**src/rtl/fact_accel_if.sv**
```systemverilog
// Data-memory bus slice seen by the factorial accelerator.
//
// Bus protocol: there is no valid/ready pair on this bus. The processor side
// (master) raises we for exactly the cycles it wants a store. The accelerator
// samples we, addr and wd on every rising clock edge, and a store can never
// stall. rd is a pure combinational function of addr and the accelerator
// registers, so a load sees data in the same cycle that addr is presented.
// dbg_state mirrors the accelerator FSM state for observation only.
interface fact_accel_if #(
  parameter int WIDTH = 32
);
  logic             we;
  logic [1:0]       addr;
  logic [WIDTH-1:0] wd;
  logic [WIDTH-1:0] rd;
  logic [1:0]       dbg_state;

  modport master (
    output we,
    output addr,
    output wd,
    input  rd,
    input  dbg_state
  );

  modport slave (
    input  we,
    input  addr,
    input  wd,
    output rd,
    output dbg_state
  );
endinterface

```
**src/rtl/fact_accel.sv**
```systemverilog
// Memory-mapped iterative factorial accelerator.
// Register map: 0 = N (rw), 1 = GO (wo, reads 0), 2 = STATUS {busy, err, done},
// 3 = RESULT (ro). Each CALC cycle performs one WIDTH x WIDTH multiply and
// stops early with err set when the product no longer fits in WIDTH bits.
module fact_accel #(
  parameter int WIDTH  = 32,
  parameter int N_BITS = 4
) (
  input  logic          clk,
  input  logic          rst,
  fact_accel_if.slave   bus
);

  typedef enum logic [1:0] {
    S_IDLE = 2'd0,
    S_CALC = 2'd1,
    S_DONE = 2'd2
  } state_e;

  localparam logic [1:0] A_N      = 2'd0;
  localparam logic [1:0] A_GO     = 2'd1;
  localparam logic [1:0] A_STATUS = 2'd2;
  localparam logic [1:0] A_RESULT = 2'd3;

  state_e              state_q, state_d;
  logic [N_BITS-1:0]   n_q, n_d;
  logic [N_BITS-1:0]   cnt_q, cnt_d;
  logic [WIDTH-1:0]    prod_q, prod_d;
  logic [WIDTH-1:0]    result_q, result_d;
  logic                done_q, done_d;
  logic                err_q, err_d;
  logic                busy_q, busy_d;

  logic                wr_n;
  logic                go;
  logic [2*WIDTH-1:0]  full_prod;
  logic                prod_ovf;
  logic [WIDTH-1:0]    rd_w;

  // Only the low N_BITS of wd reach n_reg and only bit 0 matters for GO.
  logic                unused_wd;
  assign unused_wd = &{1'b0, bus.wd[WIDTH-1:N_BITS]};

  // Decode the store strobe into register writes.
  assign wr_n = bus.we && (bus.addr == A_N);
  assign go   = bus.we && (bus.addr == A_GO) && bus.wd[0];

  // Full double-width product so overflow is seen exactly, not by wraparound.
  assign full_prod = {{WIDTH{1'b0}}, prod_q}
                   * {{(2*WIDTH-N_BITS){1'b0}}, cnt_q};
  assign prod_ovf  = |full_prod[2*WIDTH-1:WIDTH];

  // Next-state and datapath control for the IDLE/CALC/DONE sequencer.
  always_comb begin
    state_d  = state_q;
    n_d      = n_q;
    cnt_d    = cnt_q;
    prod_d   = prod_q;
    result_d = result_q;
    done_d   = done_q;
    err_d    = err_q;
    busy_d   = busy_q;

    // n_reg accepts writes in every state; a running job keeps its own cnt.
    if (wr_n) begin
      n_d = bus.wd[N_BITS-1:0];
    end

    case (state_q)
      S_IDLE, S_DONE: begin
        if (go) begin
          state_d = S_CALC;
          cnt_d   = n_q;
          prod_d  = WIDTH'(1);
          done_d  = 1'b0;
          err_d   = 1'b0;
          busy_d  = 1'b1;
        end
      end
      S_CALC: begin
        // GO writes are ignored here: the job in flight runs to completion.
        if (cnt_q <= N_BITS'(1)) begin
          state_d  = S_DONE;
          result_d = prod_q;
          done_d   = 1'b1;
          busy_d   = 1'b0;
        end else if (prod_ovf) begin
          state_d  = S_DONE;
          result_d = '0;
          err_d    = 1'b1;
          done_d   = 1'b1;
          busy_d   = 1'b0;
        end else begin
          prod_d = full_prod[WIDTH-1:0];
          cnt_d  = cnt_q - N_BITS'(1);
        end
      end
      default: begin
        state_d = S_IDLE;
        busy_d  = 1'b0;
      end
    endcase
  end

  // All state lives here; async reset aborts any job and clears the result.
  always_ff @(posedge clk or negedge rst) begin
    if (!rst) begin
      state_q  <= S_IDLE;
      n_q      <= '0;
      cnt_q    <= '0;
      prod_q   <= '0;
      result_q <= '0;
      done_q   <= 1'b0;
      err_q    <= 1'b0;
      busy_q   <= 1'b0;
    end else begin
      state_q  <= state_d;
      n_q      <= n_d;
      cnt_q    <= cnt_d;
      prod_q   <= prod_d;
      result_q <= result_d;
      done_q   <= done_d;
      err_q    <= err_d;
      busy_q   <= busy_d;
    end
  end

  // Read mux: combinational from addr and the registers above.
  always_comb begin
    rd_w = '0;
    case (bus.addr)
      A_N:      rd_w = {{(WIDTH-N_BITS){1'b0}}, n_q};
      A_GO:     rd_w = '0;
      A_STATUS: rd_w = {{(WIDTH-3){1'b0}}, busy_q, err_q, done_q};
      A_RESULT: rd_w = result_q;
      default:  rd_w = '0;
    endcase
  end

  assign bus.rd        = rd_w;
  assign bus.dbg_state = state_q;

endmodule

```
**src/flat_wrapper.sv**
```systemverilog
// flat-port wrapper written by rule: the top's interface ports become plain ports
module fact_accel_flat 
#(
  parameter int WIDTH  = 32,
  parameter int N_BITS = 4
)
  (clk, rst, bus_we, bus_addr, bus_wd, bus_rd, bus_dbg_state);
  fact_accel_if #(.WIDTH(WIDTH)) bus_i ();
  input  logic clk;
  input  logic rst;
  input wire logic [$bits(bus_i.we)-1:0] bus_we;
  input wire logic [$bits(bus_i.addr)-1:0] bus_addr;
  input wire logic [$bits(bus_i.wd)-1:0] bus_wd;
  output wire logic [$bits(bus_i.rd)-1:0] bus_rd;
  output wire logic [$bits(bus_i.dbg_state)-1:0] bus_dbg_state;
  assign bus_i.we = bus_we;
  assign bus_i.addr = bus_addr;
  assign bus_i.wd = bus_wd;
  assign bus_rd = bus_i.rd;
  assign bus_dbg_state = bus_i.dbg_state;
  fact_accel #(.WIDTH(WIDTH), .N_BITS(N_BITS)) u_core (.clk(clk), .rst(rst), .bus(bus_i));
endmodule
```
**config.mk**
```make
export PLATFORM = sky130hd
export DESIGN_NAME = fact_accel_flat
export DESIGN_NICKNAME = d
export VERILOG_FILES = /design/src/rtl/fact_accel_if.sv /design/src/rtl/fact_accel.sv /design/src/flat_wrapper.sv
export SDC_FILE = /design/constraint.sdc
export NUM_CORES = 1
export LEC_CHECK = 0
export CAP_MARGIN = 20
export CORE_ASPECT_RATIO = 0.6
export CORE_MARGIN = 2
export CORE_UTILIZATION = 62
export DETAILED_ROUTE_END_ITERATION = 7
export PLACE_DENSITY_LB_ADDON = 0.3
export SYNTH_ARGS = -nofsm -noshare
export SYNTH_HDL_FRONTEND = slang
export SYNTH_SLANG_ARGS = --single-unit
export TNS_END_PERCENT = 100
```
**constraint.sdc**
```tcl
create_clock -name clk -period 9.1 [get_ports clk]
set_clock_uncertainty 0.15 [all_clocks]
set_input_delay 1.365 -clock clk [delete_from_list [all_inputs] [get_ports clk]]
set_output_delay 1.365 -clock clk [all_outputs]
set_load 0.02 [all_outputs]
```
==> reports/results.ini <==
[cells_and_area]
n_antenna_cell = 0
nets = 1010
multi_input_area_um2 = 4820
regArea_um2 = 1900
syn_to_final_growth_pct = 11.8
drive_gt1_frac = 0.0502
nFillCells = 863
mostFrequentLayoutCells = nand2_1 (120), inv_1 (117), and2_1 (92)
utilization = 0.719
final_common_cell = nand2_1

[timing]
fin_crit_ns = 6.17
fin_crit_sh = 0.678
rsz0062_at_grt = false
relSlewSlack = 0.287
finalSetupTns_ns = 0
slew_violations = 0
timing.hold.ws_ns = 0.346
finalHoldViolations = 0
setup_violations = 0
max_freq_mhz = 162
setup_slack_ns = 2.93
worst-slew-pin-transition_ns = 1.07

[clock_network]
root_buffer = clkbuf_16
cts_sinks = 76
htreeDepth = 3
numCtsBuffers = 9
clk_pin_slew_worst_paths_ns = 0.06
insertion_delay_ns = 0.34
cts_hold_buf = 0
cts_max_path_buffers = 2
post-cts-setup-buffer-count = 0
cts_resized = 0
cts_tree = done

[power_and_ir_drop]
pwr-share-clk = 0.146
p_int_w = 0.00137
p_leak_nw = 4.10
swShare = 0.488
peakVddDrop_v = 0.000176
power_frac_seq = 0.237
p_comb_frac = 0.616
powerDensity_nw_per_um2 = 326
switchingPower_w = 0.00131

[worst_setup_path]
critical_path_arrival_ns = 6.27
critical_path_peak_fanout = 27
cp.required_ns = 9.20
start_kind = register
worstSetupPathType = register to register
critPathCaptureType = register

[floorplanning]
core_um2 = 11400
initial_core_util = 0.643
row_count = 30
fp.dieArea_um2 = 12800
boundaryPins = 71
die-width_um = 145
die_h_um = 88.4

[logic_synthesis]
synth_seq_area_share = 0.258
synthCells = 852
synth_top_area_share = 0.258
syn_nets = 991
synth_edf_count = 0
synth.area.top_cells = dfrtp_1 (26%), fa_1 (16%), and2_1 (7.8%)
synth_area_um2 = 7360
ys.warnings.count = 0
ys_types = 58
ys_ff_latch = 76
yosysTopAreaCell = dfrtp_1
syn_avg_cell_area_um2 = 8.64
ys.flop_type = dfrtp_1
async_flop_share = 1.00

[global_route]
grt_pass1_vias = 6287
grt_max_degree = 77
grt_first_pass_wirelength_mm = 32.2
antenna_found_initial = 0
track_usage = 0.329
grt.overflow.total = 0

[run]
drv_cap = 0

[route]
drtAntennaViolNets = 0
drc = 0
vias_per_cell = 6.07
wl_per_cell_um = 18.7
routed_wl_mm = 19.4
num_vias = 6286
first_pass_iters = 5
detail_route.iter0.violations = 581

[hold_path]
min_path_type = register to register

[place]
io_buffer_count = 42
dp_hpwl_mm = 13.5
gp_congestion = 0.919
pre_cts_ws_ns = 2.67

[outcome]
status = completed

## worst paths after layout
| check | from | to | slack, ns | cells past startpoint |
|---|---|---|---|---|
| worst min-delay path | u_core.result_q[30] | u_core.result_q[30] | 0.35 | 1 |
| max in group asynchronous | rst | u_core.result_q[12] | 7.12 | 1 |
| worst max register to register | u_core.cnt_q[3] | u_core.cnt_q[3] | 2.93 | 18 |
| worst min register to register | u_core.result_q[30] | u_core.result_q[30] | 0.35 | 1 |
| worst max-delay path | u_core.cnt_q[3] | u_core.cnt_q[3] | 2.93 | 18 |
| min in group asynchronous | rst | u_core.result_q[4] | 1.01 | 1 |
## power by group through the flow
stage | sequential (W) | clock, W | combinational, W
floorplan | 0.000544 | 0 | 0.00122
global placement | 0.000659 | 0 | 0.00144
detailed placement | 0.000670 | 0 | 0.00153
CTS | 0.000668 | 0.000394 | 0.00155
global route | 0.000650 | 0.000411 | 0.00185
finish | 0.000637 | 0.000393 | 0.00165
## cell usage after synthesis (all sizes together), types with 2 or more instances
| cell | count |
|---|---|
| nand2 | 120 |
| inv | 117 |
| and2 | 92 |
| dfrtp | 76 |
| fa | 60 |
| o21ai | 55 |
| ha | 42 |
| a22o | 34 |
| and3 | 34 |
| clkbuf | 34 |
| a21oi | 32 |
| nor2 | 20 |
| xnor2 | 18 |
| xor2 | 11 |
| buf | 10 |
| nand3 | 10 |
| a21o | 9 |
| nor3 | 8 |
| mux2i | 7 |
| a211oi | 5 |
| a31oi | 5 |
| nand2b | 5 |
| mux2 | 4 |
| nand4 | 4 |
| o211ai | 4 |
| o21a | 4 |
| nor4 | 3 |
| o21bai | 3 |
| o31a | 3 |
| o31ai | 3 |
| a221oi | 2 |
| nand4b | 2 |
| nor2b | 2 |
| nor3b | 2 |
| o22ai | 2 |
| or2 | 2 |
## cell families (layout without fill, tap and decap cells)
logic type / count (synthesis) / after routing / share of synthesized area
compound gates: 169 / 169 / 0.158
xor+xnor: 29 / 29 / 0.0345
buf+inv: 161 / 185 / 0.0878
mux: 11 / 11 / 0.0156
fa+ha+maj: 102 / 102 / 0.234
flops: 76 / 76 / 0.258
simple gates: 304 / 304 / 0.211
## critical path, cell delays in order, from the launching register on
cell	delay, ns
dfrtp_1	0.59
buf_16	0.27
and2_1	0.19
fa_1	0.54
inv_1	0.06
fa_1	0.54
inv_1	0.05
ha_1	0.37
a21oi_1	0.21
nor2_1	0.08
a2111oi_1	0.50
o21ai_0	0.25
o31ai_1	0.34
xor2_1	0.19
nand2_1	0.17
nor3_4	0.89
buf_4	0.39
o22ai_1	0.13
nor3_1	0.17
## cell type report
type / count / area share
Multi-Input combinational cell: 615 / 0.585
Sequential cell: 76 / 0.231
Timing Repair Buffer: 52 / 0.0672
Inverter: 117 / 0.0534
Clock buffer: 11 / 0.0295
Tap cell: 160 / 0.0243
Clock inverter: 5 / 0.00912
## state kept, by name (all words and copies together), names as in the netlist
signal / cells
u_core.prod_q: 32
u_core.result_q: 32
u_core.cnt_q: 4
u_core.n_q: 4
u_core.bus.dbg_state: 2
u_core.done_q: 1
u_core.err_q: 1
## metal layers
metal	track usage	routed length [µm]	part of all wire
met1	0.475	8740	0.45
met4	0.0874	287	0.015
met2	0.511	8660	0.45
met5	0	0	0
met3	0.0725	1720	0.089
## stage by stage
step | instances | power, W | instance area (µm²)
3_5_place_dp | 1017 | 0.00220 | 7830
3_3_place_gp | 1017 | 0.00210 | 7830
6_report | 1036 | 0.00268 | 8230
2_1_floorplan | 852 | 0.00176 | 7360
4_1_cts | 1033 | 0.00261 | 8150
5_1_grt | 1036 | 0.00291 | 8230
Power figures use the tool's default switching activity.
